## src/rtl/adc_frame_capture_if.sv

```systemverilog
// -----------------------------------------------------------------------------
// adc_frame_capture_if
// Bundles the ADC-side pins, the clk_ctrl toggles and the sample/bank outputs
// of adc_frame_capture.
//   master : drives drdy, dout, period_clr_tog, sync_req_tog; observes outputs
//   slave  : adc_frame_capture side
// -----------------------------------------------------------------------------
interface adc_frame_capture_if #(
    parameter int SAMPLE_W          = 24,
    parameter int FRAMES_PER_PERIOD = 8
);
    logic                                  drdy;
    logic                                  dout;
    logic                                  period_clr_tog;
    logic                                  sync_req_tog;
    logic                                  adc_sync_n;
    logic [SAMPLE_W-1:0]                   sample_data;
    logic [2:0]                            sample_idx;
    logic                                  sample_tog;
    logic [FRAMES_PER_PERIOD*SAMPLE_W-1:0] bank_flat;
    logic [FRAMES_PER_PERIOD-1:0]          bank_valid;
    logic                                  overrun;

    modport master (
        output drdy, dout, period_clr_tog, sync_req_tog,
        input  adc_sync_n, sample_data, sample_idx, sample_tog,
               bank_flat, bank_valid, overrun
    );

    modport slave (
        input  drdy, dout, period_clr_tog, sync_req_tog,
        output adc_sync_n, sample_data, sample_idx, sample_tog,
               bank_flat, bank_valid, overrun
    );
endinterface

```

## src/rtl/adc_frame_capture.sv

```systemverilog
// -----------------------------------------------------------------------------
// adc_frame_capture
// Deserialises one SAMPLE_W-bit DOUT word per DRDY, banks up to
// FRAMES_PER_PERIOD samples per PWM period, publishes a per-sample toggle for
// CDC, and turns ADC sync requests into a timed active-low SYNC pulse.
// All logic runs on the falling edge of rst_dclk (ADC DCLK).
//   rst_dclk   : ADC DCLK
//   rst_ctrl   : async active-high reset, deassertion synchronised (2 flops)
//   bus.slave  : drdy/dout/toggles in; adc_sync_n, sample_*, bank_*, overrun out
//
// state    | meaning
// ---------+-------------------------------------------------
// IDLE     | waiting for drdy
// SHIFT    | shifting in SAMPLE_W bits of dout
// SYNC_LOW | adc_sync_n held low, counting SYNC_LOW_DCLKS
// BLANK    | drdy ignored for SYNC_BLANK_DCLKS after release
// -----------------------------------------------------------------------------
module adc_frame_capture #(
    parameter int SAMPLE_W          = 24,
    parameter int FRAMES_PER_PERIOD = 8,
    parameter int SYNC_LOW_DCLKS    = 4,
    parameter int SYNC_BLANK_DCLKS  = 32
) (
    input  logic                 rst_dclk,
    input  logic                 rst_ctrl,
    adc_frame_capture_if.slave   bus
);
    localparam int CNT_MAX = (SYNC_BLANK_DCLKS > SYNC_LOW_DCLKS) ? SYNC_BLANK_DCLKS : SYNC_LOW_DCLKS;
    localparam int CNT_W   = (CNT_MAX > 2) ? $clog2(CNT_MAX) : 1;
    localparam int BIT_W   = $clog2(SAMPLE_W);
    localparam logic [3:0]       FRAMES_4   = 4'(FRAMES_PER_PERIOD);
    localparam logic [BIT_W-1:0] LAST_BIT   = BIT_W'(SAMPLE_W - 1);
    localparam logic [CNT_W-1:0] LOW_LOAD   = CNT_W'(SYNC_LOW_DCLKS - 1);
    localparam logic [CNT_W-1:0] BLANK_LOAD = CNT_W'(SYNC_BLANK_DCLKS - 1);

    typedef enum logic [1:0] {IDLE, SHIFT, SYNC_LOW, BLANK} state_t;

    // Reset: asserts immediately, releases after two falling edges.
    logic [1:0] rst_sync_q, rst_sync_d;
    logic       rst_int;

    assign rst_sync_d = {rst_sync_q[0], 1'b0};
    assign rst_int    = rst_sync_q[1];

    always_ff @(negedge rst_dclk or posedge rst_ctrl) begin
        if (rst_ctrl) rst_sync_q <= 2'b11;
        else          rst_sync_q <= rst_sync_d;
    end

    // Toggle synchronisers, bit 0 = period clear, bit 1 = sync request.
    logic [1:0] tog_meta_q, tog_meta_d;
    logic [1:0] tog_sync_q, tog_sync_d;
    logic [1:0] tog_last_q, tog_last_d;
    logic       clr_ev, sync_ev;

    assign tog_meta_d = {bus.sync_req_tog, bus.period_clr_tog};
    assign tog_sync_d = tog_meta_q;
    assign tog_last_d = tog_sync_q;
    assign clr_ev     = tog_sync_q[0] ^ tog_last_q[0];
    assign sync_ev    = tog_sync_q[1] ^ tog_last_q[1];

    always_ff @(negedge rst_dclk or posedge rst_int) begin
        if (rst_int) begin
            tog_meta_q <= '0;
            tog_sync_q <= '0;
            tog_last_q <= '0;
        end else begin
            tog_meta_q <= tog_meta_d;
            tog_sync_q <= tog_sync_d;
            tog_last_q <= tog_last_d;
        end
    end

    state_t              state_q, state_d;
    logic [BIT_W-1:0]    bit_cnt_q, bit_cnt_d;
    logic [SAMPLE_W-2:0] shreg_q, shreg_d;
    logic [CNT_W-1:0]    sync_cnt_q, sync_cnt_d;
    logic                adc_sync_n_q, adc_sync_n_d;
    logic [SAMPLE_W-1:0] sample_data_q, sample_data_d;
    logic [2:0]          sample_idx_q, sample_idx_d;
    logic                sample_tog_q, sample_tog_d;
    logic [SAMPLE_W-1:0] bank_q [FRAMES_PER_PERIOD];
    logic [SAMPLE_W-1:0] bank_d [FRAMES_PER_PERIOD];
    logic [FRAMES_PER_PERIOD-1:0] bank_valid_q, bank_valid_d;
    logic                overrun_q, overrun_d;
    logic [3:0]          wr_idx_q, wr_idx_d;

    logic [SAMPLE_W-1:0] word;
    logic                commit;
    logic [3:0]          wr_base;

    assign word = {shreg_q, bus.dout};

    always_comb begin
        state_d       = state_q;
        bit_cnt_d     = bit_cnt_q;
        shreg_d       = shreg_q;
        sync_cnt_d    = sync_cnt_q;
        adc_sync_n_d  = adc_sync_n_q;
        sample_data_d = sample_data_q;
        sample_idx_d  = sample_idx_q;
        sample_tog_d  = sample_tog_q;
        bank_d        = bank_q;
        commit        = 1'b0;

        case (state_q)
            IDLE: begin
                if (bus.drdy) begin
                    state_d   = SHIFT;
                    bit_cnt_d = '0;
                end
            end
            SHIFT: begin
                shreg_d   = word[SAMPLE_W-2:0];
                bit_cnt_d = bit_cnt_q + 1'b1;
                if (bit_cnt_q == LAST_BIT) begin
                    commit  = 1'b1;
                    state_d = IDLE;
                end
            end
            SYNC_LOW: begin
                if (sync_cnt_q == '0) begin
                    adc_sync_n_d = 1'b1;
                    sync_cnt_d   = BLANK_LOAD;
                    state_d      = BLANK;
                end else begin
                    sync_cnt_d = sync_cnt_q - 1'b1;
                end
            end
            BLANK: begin
                if (sync_cnt_q == '0) state_d = IDLE;
                else                  sync_cnt_d = sync_cnt_q - 1'b1;
            end
            default: state_d = IDLE;
        endcase

        // Sync overrides everything, including a commit on the same edge.
        if (sync_ev) begin
            commit       = 1'b0;
            state_d      = SYNC_LOW;
            adc_sync_n_d = 1'b0;
            sync_cnt_d   = LOW_LOAD;
        end

        // Period clear is applied before any commit on the same edge.
        wr_base      = clr_ev ? 4'd0 : wr_idx_q;
        wr_idx_d     = wr_base;
        bank_valid_d = clr_ev ? '0 : bank_valid_q;
        overrun_d    = clr_ev ? 1'b0 : overrun_q;

        if (commit) begin
            if (wr_base < FRAMES_4) begin
                bank_d[wr_base[2:0]]       = word;
                bank_valid_d[wr_base[2:0]] = 1'b1;
                sample_data_d              = word;
                sample_idx_d               = wr_base[2:0];
                sample_tog_d               = ~sample_tog_q;
                wr_idx_d                   = wr_base + 4'd1;
            end else begin
                overrun_d = 1'b1;
            end
        end
    end

    always_ff @(negedge rst_dclk or posedge rst_int) begin
        if (rst_int) begin
            state_q       <= IDLE;
            bit_cnt_q     <= '0;
            shreg_q       <= '0;
            sync_cnt_q    <= '0;
            adc_sync_n_q  <= 1'b1;
            sample_data_q <= '0;
            sample_idx_q  <= '0;
            sample_tog_q  <= 1'b0;
            bank_q        <= '{default: '0};
            bank_valid_q  <= '0;
            overrun_q     <= 1'b0;
            wr_idx_q      <= '0;
        end else begin
            state_q       <= state_d;
            bit_cnt_q     <= bit_cnt_d;
            shreg_q       <= shreg_d;
            sync_cnt_q    <= sync_cnt_d;
            adc_sync_n_q  <= adc_sync_n_d;
            sample_data_q <= sample_data_d;
            sample_idx_q  <= sample_idx_d;
            sample_tog_q  <= sample_tog_d;
            bank_q        <= bank_d;
            bank_valid_q  <= bank_valid_d;
            overrun_q     <= overrun_d;
            wr_idx_q      <= wr_idx_d;
        end
    end

    assign bus.adc_sync_n  = adc_sync_n_q;
    assign bus.sample_data = sample_data_q;
    assign bus.sample_idx  = sample_idx_q;
    assign bus.sample_tog  = sample_tog_q;
    assign bus.bank_valid  = bank_valid_q;
    assign bus.overrun     = overrun_q;

    for (genvar k = 0; k < FRAMES_PER_PERIOD; k++) begin : g_flat
        assign bus.bank_flat[k*SAMPLE_W +: SAMPLE_W] = bank_q[k];
    end
endmodule
```

## src/flat_wrapper.sv

```systemverilog
// flat-port wrapper written by rule: the top's interface ports become plain ports
module adc_frame_capture_flat 
#(
    parameter int SAMPLE_W          = 24,
    parameter int FRAMES_PER_PERIOD = 8,
    parameter int SYNC_LOW_DCLKS    = 4,
    parameter int SYNC_BLANK_DCLKS  = 32
)
  (rst_dclk, rst_ctrl, bus_drdy, bus_dout, bus_period_clr_tog, bus_sync_req_tog, bus_adc_sync_n, bus_sample_data, bus_sample_idx, bus_sample_tog, bus_bank_flat, bus_bank_valid, bus_overrun);
  adc_frame_capture_if #(.SAMPLE_W(SAMPLE_W), .FRAMES_PER_PERIOD(FRAMES_PER_PERIOD)) bus_i ();
  input  logic rst_dclk;
  input  logic rst_ctrl;
  input wire logic [$bits(bus_i.drdy)-1:0] bus_drdy;
  input wire logic [$bits(bus_i.dout)-1:0] bus_dout;
  input wire logic [$bits(bus_i.period_clr_tog)-1:0] bus_period_clr_tog;
  input wire logic [$bits(bus_i.sync_req_tog)-1:0] bus_sync_req_tog;
  output wire logic [$bits(bus_i.adc_sync_n)-1:0] bus_adc_sync_n;
  output wire logic [$bits(bus_i.sample_data)-1:0] bus_sample_data;
  output wire logic [$bits(bus_i.sample_idx)-1:0] bus_sample_idx;
  output wire logic [$bits(bus_i.sample_tog)-1:0] bus_sample_tog;
  output wire logic [$bits(bus_i.bank_flat)-1:0] bus_bank_flat;
  output wire logic [$bits(bus_i.bank_valid)-1:0] bus_bank_valid;
  output wire logic [$bits(bus_i.overrun)-1:0] bus_overrun;
  assign bus_i.drdy = bus_drdy;
  assign bus_i.dout = bus_dout;
  assign bus_i.period_clr_tog = bus_period_clr_tog;
  assign bus_i.sync_req_tog = bus_sync_req_tog;
  assign bus_adc_sync_n = bus_i.adc_sync_n;
  assign bus_sample_data = bus_i.sample_data;
  assign bus_sample_idx = bus_i.sample_idx;
  assign bus_sample_tog = bus_i.sample_tog;
  assign bus_bank_flat = bus_i.bank_flat;
  assign bus_bank_valid = bus_i.bank_valid;
  assign bus_overrun = bus_i.overrun;
  adc_frame_capture #(.SAMPLE_W(SAMPLE_W), .FRAMES_PER_PERIOD(FRAMES_PER_PERIOD), .SYNC_LOW_DCLKS(SYNC_LOW_DCLKS), .SYNC_BLANK_DCLKS(SYNC_BLANK_DCLKS)) u_core (.rst_dclk(rst_dclk), .rst_ctrl(rst_ctrl), .bus(bus_i));
endmodule
```

## config.mk

```make
export PLATFORM = sky130hd
export DESIGN_NAME = adc_frame_capture_flat
export DESIGN_NICKNAME = d
export VERILOG_FILES = /design/src/rtl/adc_frame_capture_if.sv /design/src/rtl/adc_frame_capture.sv /design/src/flat_wrapper.sv
export SDC_FILE = /design/constraint.sdc
export NUM_CORES = 1
export LEC_CHECK = 0
export BUFFER_PORTS_ARGS = -buffer_cell sky130_fd_sc_hd__buf_4
export CAP_MARGIN = 20
export CORE_UTILIZATION = 58
export CTS_CLUSTER_SIZE = 30
export DETAILED_ROUTE_END_ITERATION = 8
export PLACE_DENSITY_LB_ADDON = 0.2
export SETUP_SLACK_MARGIN = 0.02
export SLEW_MARGIN = 20
export SYNTH_ARGS = -nofsm -noshare
export SYNTH_HDL_FRONTEND = slang
export SYNTH_SLANG_ARGS = --single-unit
```

## constraint.sdc

```tcl
create_clock -name rst_dclk -period 11.7 [get_ports rst_dclk]
set_input_delay 0 -clock rst_dclk [delete_from_list [all_inputs] [get_ports rst_dclk]]
set_output_delay 0 -clock rst_dclk [all_outputs]
set_load 0.02 [all_outputs]
```

==> impl_metrics.toml, run 1 <==
[critical_path]
worst-path-stages = 1
cp_slowest_cell = "dfstp_2"
cp_num_buf_inv = 1
cp_top_family = "flip-flops"
cp.arrival_ns = 7.07
startpoint = "u_core.bus.adc_sync_n"
reg2reg_slack_ns = 8.57
crit_chain = "buf_4"
worst_ep_required_time_ns = 11.70
crit_fanout = 2
endpoint = "bus_adc_sync_n"
r2r.worst_path.cells = 6
cp-start-kind = "flop"
worstSetupPathType = "reg -> out"
max_stage_delay_ns = 0.52
end_kind = "output port"
timing.rr.start = "u_core.bit_cnt_q[0]"
r2r_end = "u_core.bus.bank_flat[145]"

[sta]
fin_skew_ns = 0.04929
grt_setup_unrepaired = "false"
maxSlewHeadroom_pct = 30.12
setup_viol = 0
tns_ns = 0
hold_violations = 0
slew_violations = 0
worst_pin_slew_ns = 1.044

[global_routing]
grt-ovfl-total = 0
track_usage_pct = 27.22
grt_pass1_vias = 6933
antenna_found_initial = 0
grt_max_degree = 134
grt_pass1_wl_mm = 38.67

[place]
io_buffers = 235
place.gp.congestion = 0.8697
placed_cell_area_um2 = 12540
post-place-cells = 1154
hpwl_mm = 16.36

[floorplan]
die-area_um2 = 18920
dieWidth_um = 137.6
coreArea_um2 = 17960
boundaryPins = 236
start_util_pct = 59.33
fp.dieH_um = 137.6
rows = 49

[pwr]
combinationalPowerShare_pct = 2.6
clock_power_share_pct = 46.9
p_per_area_nw_per_um2 = 144.5
pwr-share-seq_pct = 50.5
netSwitchingPower_uw = 403.8
switching_share_pct = 20.69
vdd_drop_max_mv = 0.1172
p_leak_nw = 7.341
internal_power_mw = 1.548

[job]
cap_violations = 0

[layout]
n_antenna_cell = 0
final_net_count = 965
drive_above_1_share_pct = 53.59
syn_to_final_growth_pct = 26.78
multi_input_area_um2 = 3435
regArea_um2 = 6935
fillCellCount = 1182
layout.cells.non_filler = 1205
fin_area_um2 = 13510

[clocking]
cts-root-buf = "clkbuf_16"
clk_pin_slew_ns = 0.05
clk_path_buf_depth = 3
cts_made_buffers = 28
hold_buffers = 0
clock_sinks = 277
cts_tree = "done"
clk_latency_ns = 0.57
h-tree-depth = 1
cts_resized = 0
cts_setup_buffers = 0

[logic_synthesis]
ys.warnings.count = 0
syn_area_um2 = 10660
synth.ff_latch_count = 277
synth_cell_type_count = 50
ys_seq_area_share_pct = 65.07
syn_area_per_cell_um2 = 14.54
synth_edf_count = 0
synthCells = 733
synthesis.nets = 741
synth-main-ff-cell = "dfrtn_1"
async_reset_ff_share_pct = 100.0

[route]
drt_pass1_iterations = 4
ant_nets = 0
drt_iter0_markers = 241
wl_per_cell_um = 21.05
viasPerCell = 5.583
routed_wl_mm = 25.37
vias = 6728
remaining_drc_errors = 0

[outcome]
status = "finished clean"

[hold_path]
hold_class = "reg -> reg"
metrics by stage:
stage | setup WS [ns] | power, mW | hold WS (ns) | util (%)
4_1_cts | 4.610 | 1.966 | 0.3014 | 75.17
3_5_place_dp | 5.072 | 1.056 | 0.2970 | 69.83
3_3_place_gp | 5.170 | 1.051 | 0.2970 | 69.74
5_1_grt | 4.587 | 2.013 | 0.3005 | 75.22
6_report | 4.631 | 1.952 | 0.2964 | 75.22
2_1_floorplan | 4.051 | 1.038 | 0.2917 | -
routing by layer:
metal | up-vias | track usage [%] | share of wire, %
met2 | 222 | 45.87 | 50
met5 | - | 0 | 0
met3 | 40 | 7.653 | 7.9
li1 | 2963 | - | -
met1 | 3503 | 33.75 | 40
met4 | 0 | 9.158 | 2.1
logic make-up (layout without fill, tap and decap cells):
family	Yosys count	after routing	synth area share, %
DFF	277	277	65.07
buffers and inverters	63	306	2.935
adders and majority gates	2	2	0.2348
other	1	1	0.03519
muxes	217	217	22.92
and+or+nand+nor	133	133	5.917
xor gates and xnor gates	6	6	0.4932
AOI/OAI and AO/OA	34	34	2.395
cell usage after synthesis (2+ instances only):
library cell	count	share of area, %
mux2_2	215	23
a22o_1	2	0.16
nand2b_1	3	0.18
dfstp_2	3	0.74
dfrtn_1	274	64
ha_1	2	0.23
a21oi_1	6	0.28
buf_6	7	0.74
xor2_1	3	0.25
inv_1	10	0.35
xnor2_1	3	0.25
o21ai_0	8	0.38
nor2b_1	2	0.12
o41ai_1	3	0.25
buf_2	12	0.56
nor3_4	4	0.61
nand3_1	6	0.28
clkbuf_1	30	1.1
nor2_1	8	0.28
nor3_1	4	0.19
nand2_1	95	3.3
nand4_2	2	0.23
buf_4	2	0.14
o211ai_1	3	0.21
flip-flops by register name (all words and copies together), names as in the netlist:
| register | flops |
|---|---|
| u_core.sync_cnt_q | 5 |
| u_core.tog_meta_q | 2 |
| u_core.bit_cnt_q | 5 |
| u_core.wr_idx_q | 4 |
| u_core.tog_last_d | 2 |
| u_core.bus.sample_data | 24 |
| u_core.tog_last_q | 2 |
| u_core.bus.adc_sync_n | 1 |
| u_core.bus.sample_tog | 1 |
| u_core.state_q | 2 |
| u_core.bus.bank_flat | 192 |
| u_core.rst_sync_q | 2 |
| u_core.bus.bank_valid | 8 |
| u_core.shreg_q | 23 |
| u_core.bus.overrun | 1 |
| u_core.bus.sample_idx | 3 |
cell type report:
class	count	area share [%]
clock buffers	41	6.176
clock inverters	11	0.9538
inverters	9	0.3056
multi-input cells	393	25.42
flip-flops and latches	277	51.33
well taps	229	2.121
repair buffers	245	13.70
power groups by stage:
stage | Combinational [mW] | Clock [mW] | Sequential, mW
CTS | 0.0522 | 0.928 | 0.986
global placement | 0.0485 | 0.00213 | 1.00
floorplan | 0.0359 | 0.00213 | 1.00
global route | 0.0595 | 0.967 | 0.987
detailed placement | 0.0519 | 0.00213 | 1.00
finish | 0.0511 | 0.915 | 0.986
cells in the final DEF (no fill, tap or decap), types with 2 or more instances in the layout:
cell type / instances
dfrtn_1: 274
bufinv_16: 3
a22o_1: 2
o41ai_1: 3
clkbuf_16: 29
o21ai_0: 8
dfstp_2: 3
nor3_1: 4
nand3_1: 4
clkinv_2: 4
mux2_2: 215
clkbuf_8: 6
ha_1: 2
nor2_1: 7
a21oi_1: 6
clkbuf_1: 5
nor3_4: 4
nand3_2: 2
nand4_2: 2
nand2_1: 95
o211ai_1: 3
nor2b_1: 2
inv_1: 11
xnor2_1: 3
xor2_1: 3
buf_4: 243
nand2b_1: 3
worst min path at each step:
stage	cells after the start	start	end	slack [ns]
4_1_cts	0	u_core.tog_meta_q[0]	u_core.tog_last_d[0]	0.30
3_5_place_dp	0	u_core.tog_meta_q[0]	u_core.tog_last_d[0]	0.30
5_1_grt	0	u_core.tog_meta_q[0]	u_core.tog_last_d[0]	0.30
6_report	0	u_core.tog_meta_q[0]	u_core.tog_last_d[0]	0.30
2_1_floorplan	0	u_core.tog_meta_q[0]	u_core.tog_last_d[0]	0.29
3_3_place_gp	0	u_core.tog_meta_q[0]	u_core.tog_last_d[0]	0.30
Note: power is estimated with default switching activity, not from simulation.
==> run 2: changes to the inputs <==
CORE_UTILIZATION = 54   (was 58)
clock period = 6.8 ns   (was 11.7 ns; I/O delays follow)
==> run 2 against run 1 <==
Effect of this change:
- non-clock buffer count grew 4
- sequential power is 72% higher
- wire length down 3.2%
- combinational power up 75%
- sequential share of layout area shrank 0.23 points
- total power rose by 70%
- register-to-register slack got worse by 4.9 ns
- utilization shrank 5.3 points
- final cell count rose by 3.6%
- critical path depth unchanged
- clock skew about the same
- count of clock-buffer cells in the layout down 1
- highest routed layer unchanged
==> impl_metrics.toml, run 2 (same netlist as run 1, synthesis figures left out) <==
[outcome]
status = "finished clean"

[critical_path]
max_stage_delay_ns = 0.52
cp_num_buf_inv = 1
cp.arrival_ns = 4.62
worstSetupPathType = "reg -> out"
timing.rr.start = "u_core.bit_cnt_q[0]"
startpoint = "u_core.bus.adc_sync_n"
cp-start-kind = "flop"
crit_chain = "buf_4"
cp_slowest_cell = "dfstp_2"
worst_ep_required_time_ns = 6.80
crit_fanout = 2
reg2reg_slack_ns = 3.64
cp_top_family = "flip-flops"
end_kind = "output port"

[job]
cap_violations = 0

[place]
placed_cell_area_um2 = 12630
post-place-cells = 1194
hpwl_mm = 15.95
place.gp.congestion = 0.7921
io_buffers = 235
place_ws_ns = 2.587

[layout]
syn_to_final_growth_pct = 27.34
final_util_pct = 69.96
final_net_count = 969
n_antenna_cell = 0
fin_area_um2 = 13570
layout.cells.non_filler = 1248
final_cell_mix = "274 x dfrtn_1, 247 x buf_4, 215 x mux2_2"
drive_above_1_share_pct = 53.71
largest_reg_flops = 192
fillCellCount = 1416
final_common_cell = "dfrtn_1"

[floorplan]
rows = 51
start_util_pct = 54.94
boundaryPins = 236
coreArea_um2 = 19400
fp.dieH_um = 142.5
die-area_um2 = 20300
dieWidth_um = 142.5

[sta]
hold_violations = 0
grt_setup_unrepaired = "false"
fin_skew_ns = 0.04890
setup_viol = 0
worst_pin_slew_ns = 1.044
slew_violations = 0
whs_ns = 0.2891
maxSlewHeadroom_pct = 30.14
fin_ws_ns = 2.182
tns_ns = 0

[clocking]
cts-root-buf = "clkbuf_16"
clk_path_buf_depth = 3
cts_setup_buffers = 0
cts_resized = 0
cts_made_buffers = 28
clk_latency_ns = 0.57
clk_pin_slew_ns = 0.05
cts_tree = "done"
h-tree-depth = 1
hold_buffers = 0
clock_sinks = 277

[route]
remaining_drc_errors = 0
routed_wl_mm = 24.55
wl_per_cell_um = 19.67
drt_pass1_iterations = 4
viasPerCell = 5.304
ant_nets = 0
vias = 6620
drt_iter0_markers = 274

[global_routing]
track_usage_pct = 24.86
grt-ovfl-total = 0
grt_pass1_vias = 6678
grt_max_degree = 82
grt_pass1_wl_mm = 38.61
antenna_found_initial = 0

[hold_path]
min_from = "u_core.tog_meta_q[0]"
hold_class = "reg -> reg"

[pwr]
vdd_drop_max_mv = 0.1737
power_mw = 3.326
p_per_area_nw_per_um2 = 245.1
p_leak_nw = 7.346
[run 2: path summary, 6_finish.rpt]
check | endpoint | depth (start not counted)
worst max-delay path | bus_adc_sync_n | 1
worst min-delay path | u_core.tog_last_d[0] | 0
worst max register to register | u_core.bus.bank_flat[49] | 5
worst min register to register | u_core.tog_last_d[0] | 0
max in group asynchronous | u_core.rst_sync_q[1] | 2
min in group asynchronous | u_core.sync_cnt_q[0] | 2
[run 2: area by class of cell]
cell class                      instances  area [µm²]  share of cell area (%)
Multi-Input combinational cell        393        3430                   25.27
Clock inverter                         15       127.6                  0.9403
Tap cell                              265       331.6                   2.443
Clock buffer                           40       817.0                   6.020
Inverter                                9       37.54                  0.2766
Sequential cell                       277        6935                   51.10
Timing Repair Buffer                  249        1893                   13.95
[run 2: metal layers]
layer | track usage, % | vias up | wire length (µm)
met5 | 0 | - | 0
met1 | 33.56 | 3407 | 10480
met4 | 5.207 | 0 | 345
met2 | 40.53 | 208 | 11810
met3 | 6.662 | 26 | 1917
li1 | - | 2979 | -
[run 2: power by group]
part           switching, mW  total [mW]  internal (mW)
clock                  0.627        1.54          0.912
sequential            0.0191        1.70           1.68
combinational         0.0630      0.0892         0.0262
[run 2: worst register-to-register path, cell delays in order, from the launching register on]
cell      delay [ns]
dfrtn_1         0.46
ha_1            0.24
nand4b_1        0.31
nor3_4          0.53
nand3_2         0.86
mux2_2          0.60
==> run 3: changes to the inputs <==
CORE_UTILIZATION = 49   (was 54)
clock period = 4 ns   (was 6.8 ns; I/O delays follow)
==> run 3 against run 2 <==
Effect of this change:
- sequential power rose by 70%
- clock skew fell by 0.0015 ns
- clock power rose by 81%
- count of clock-buffer cells in the layout fell by 2
- wire length rose by 4.0%
- global-route usage fell by 1.6 points
- utilization fell by 5.5 points
- critical path type unchanged
- largest power group unchanged
==> impl_metrics.toml, run 3 (same netlist as run 1, synthesis figures left out) <==
[route]
remaining_drc_errors = 0
wl_per_cell_um = 20.31
vias = 6604
drt_iter0_markers = 358
ant_nets = 0
routed_wl_mm = 25.53
viasPerCell = 5.254
drt_pass1_iterations = 4

[global_routing]
grt-ovfl-total = 0
track_usage_pct = 23.28
grt_pass1_vias = 6906
antenna_found_initial = 0
grt_pass1_wl_mm = 39.79
grt_max_degree = 152

[pwr]
vdd_drop_max_mv = 0.3609
p_per_area_nw_per_um2 = 427.1
p_leak_nw = 7.370

[sta]
grt_setup_unrepaired = "false"
fin_skew_ns = 0.04743
maxSlewHeadroom_pct = 32.14
fin_ws_ns = 0.7798
slew_violations = 0
tns_ns = 0
worst_pin_slew_ns = 1.014
setup_viol = 0
hold_violations = 0

[critical_path]
max_stage_delay_ns = 0.52
worst_ep_required_time_ns = 4.00
worstSetupPathType = "reg -> out"
cp_slowest_cell = "dfstp_2"
crit_chain = "buf_4"
crit_fanout = 2
cp_num_buf_inv = 1
cp_top_family = "flip-flops"
cp.arrival_ns = 3.22
cp-start-kind = "flop"
end_kind = "output port"

[layout]
final_common_cell = "dfrtn_1"
syn_to_final_growth_pct = 28.05
final_cell_mix = "274 x dfrtn_1, 243 x buf_4, 215 x mux2_2"
drive_above_1_share_pct = 53.97
regArea_um2 = 6935
largest_reg_flops = 192
fillCellCount = 1596
final_net_count = 967
fin_area_um2 = 13650
multi_input_area_um2 = 3430
n_antenna_cell = 0

[hold_path]
hold_class = "reg -> reg"

[place]
place_ws_ns = 1.097
hpwl_mm = 16.73
io_buffers = 235
placed_cell_area_um2 = 12630
place.gp.congestion = 0.7906

[clocking]
clk_path_buf_depth = 3
cts_setup_buffers = 0
hold_buffers = 0
clock_sinks = 277
cts_tree = "done"
cts_resized = 0
clk_latency_ns = 0.57
clk_pin_slew_ns = 0.05
cts_made_buffers = 29
cts-root-buf = "clkbuf_16"
h-tree-depth = 1

[outcome]
status = "finished clean"

[floorplan]
die-area_um2 = 22340
start_util_pct = 50.38
dieWidth_um = 149.5
fp.dieH_um = 149.5
rows = 53
coreArea_um2 = 21150
boundaryPins = 236

[job]
cap_violations = 0
run 3: metrics by stage:
stage	cells	total power, mW	util (%)	hold slack, ns
floorplan	733	3.038	-	0.2917
global placement	1201	3.090	59.73	0.2931
detailed placement	1201	3.094	59.73	0.3059
CTS	1257	5.888	64.51	0.3059
global route	1257	6.025	64.51	0.3181
finish	1257	5.828	64.51	0.3071
run 3: layout make-up:
cell class | count | area share (%)
Sequential cell | 277 | 50.82
Multi-Input combinational cell | 393 | 25.13
Timing Repair Buffer | 246 | 13.81
Clock buffer | 38 | 5.932
Tap cell | 275 | 2.521
Clock inverter | 19 | 1.513
Inverter | 9 | 0.2751
run 3: per-layer routing:
metal / track usage [%] / up-vias / part of all wire, %
li1: - / 2974 / -
met1: 31.27 / 3397 / 43
met2: 37.13 / 189 / 47
met3: 6.341 / 44 / 7.5
met4: 6.633 / 0 / 2.4
met5: 0 / - / 0
run 3: path summary, 6_finish.rpt:
path	startpoint	end	slack, ns	cells past startpoint
worst max-delay path	u_core.bus.adc_sync_n	bus_adc_sync_n	0.78	1
worst max register to register	u_core.state_q[1]	u_core.bus.bank_flat[65]	1.04	4
worst min-delay path	u_core.tog_meta_q[0]	u_core.tog_last_d[0]	0.31	0
worst min register to register	u_core.tog_meta_q[0]	u_core.tog_last_d[0]	0.31	0
min in group asynchronous	u_core.rst_sync_q[1]	u_core.sync_cnt_q[2]	0.38	2
max in group asynchronous	rst_ctrl	u_core.rst_sync_q[1]	2.52	2
run 3: power breakdown:
part / switching, mW / internal (mW) / total, mW
registers: 0.0336 / 2.85 / 2.89
logic: 0.107 / 0.0446 / 0.151
clock network: 1.10 / 1.69 / 2.79
total: 1.24 / 4.58 / 5.83
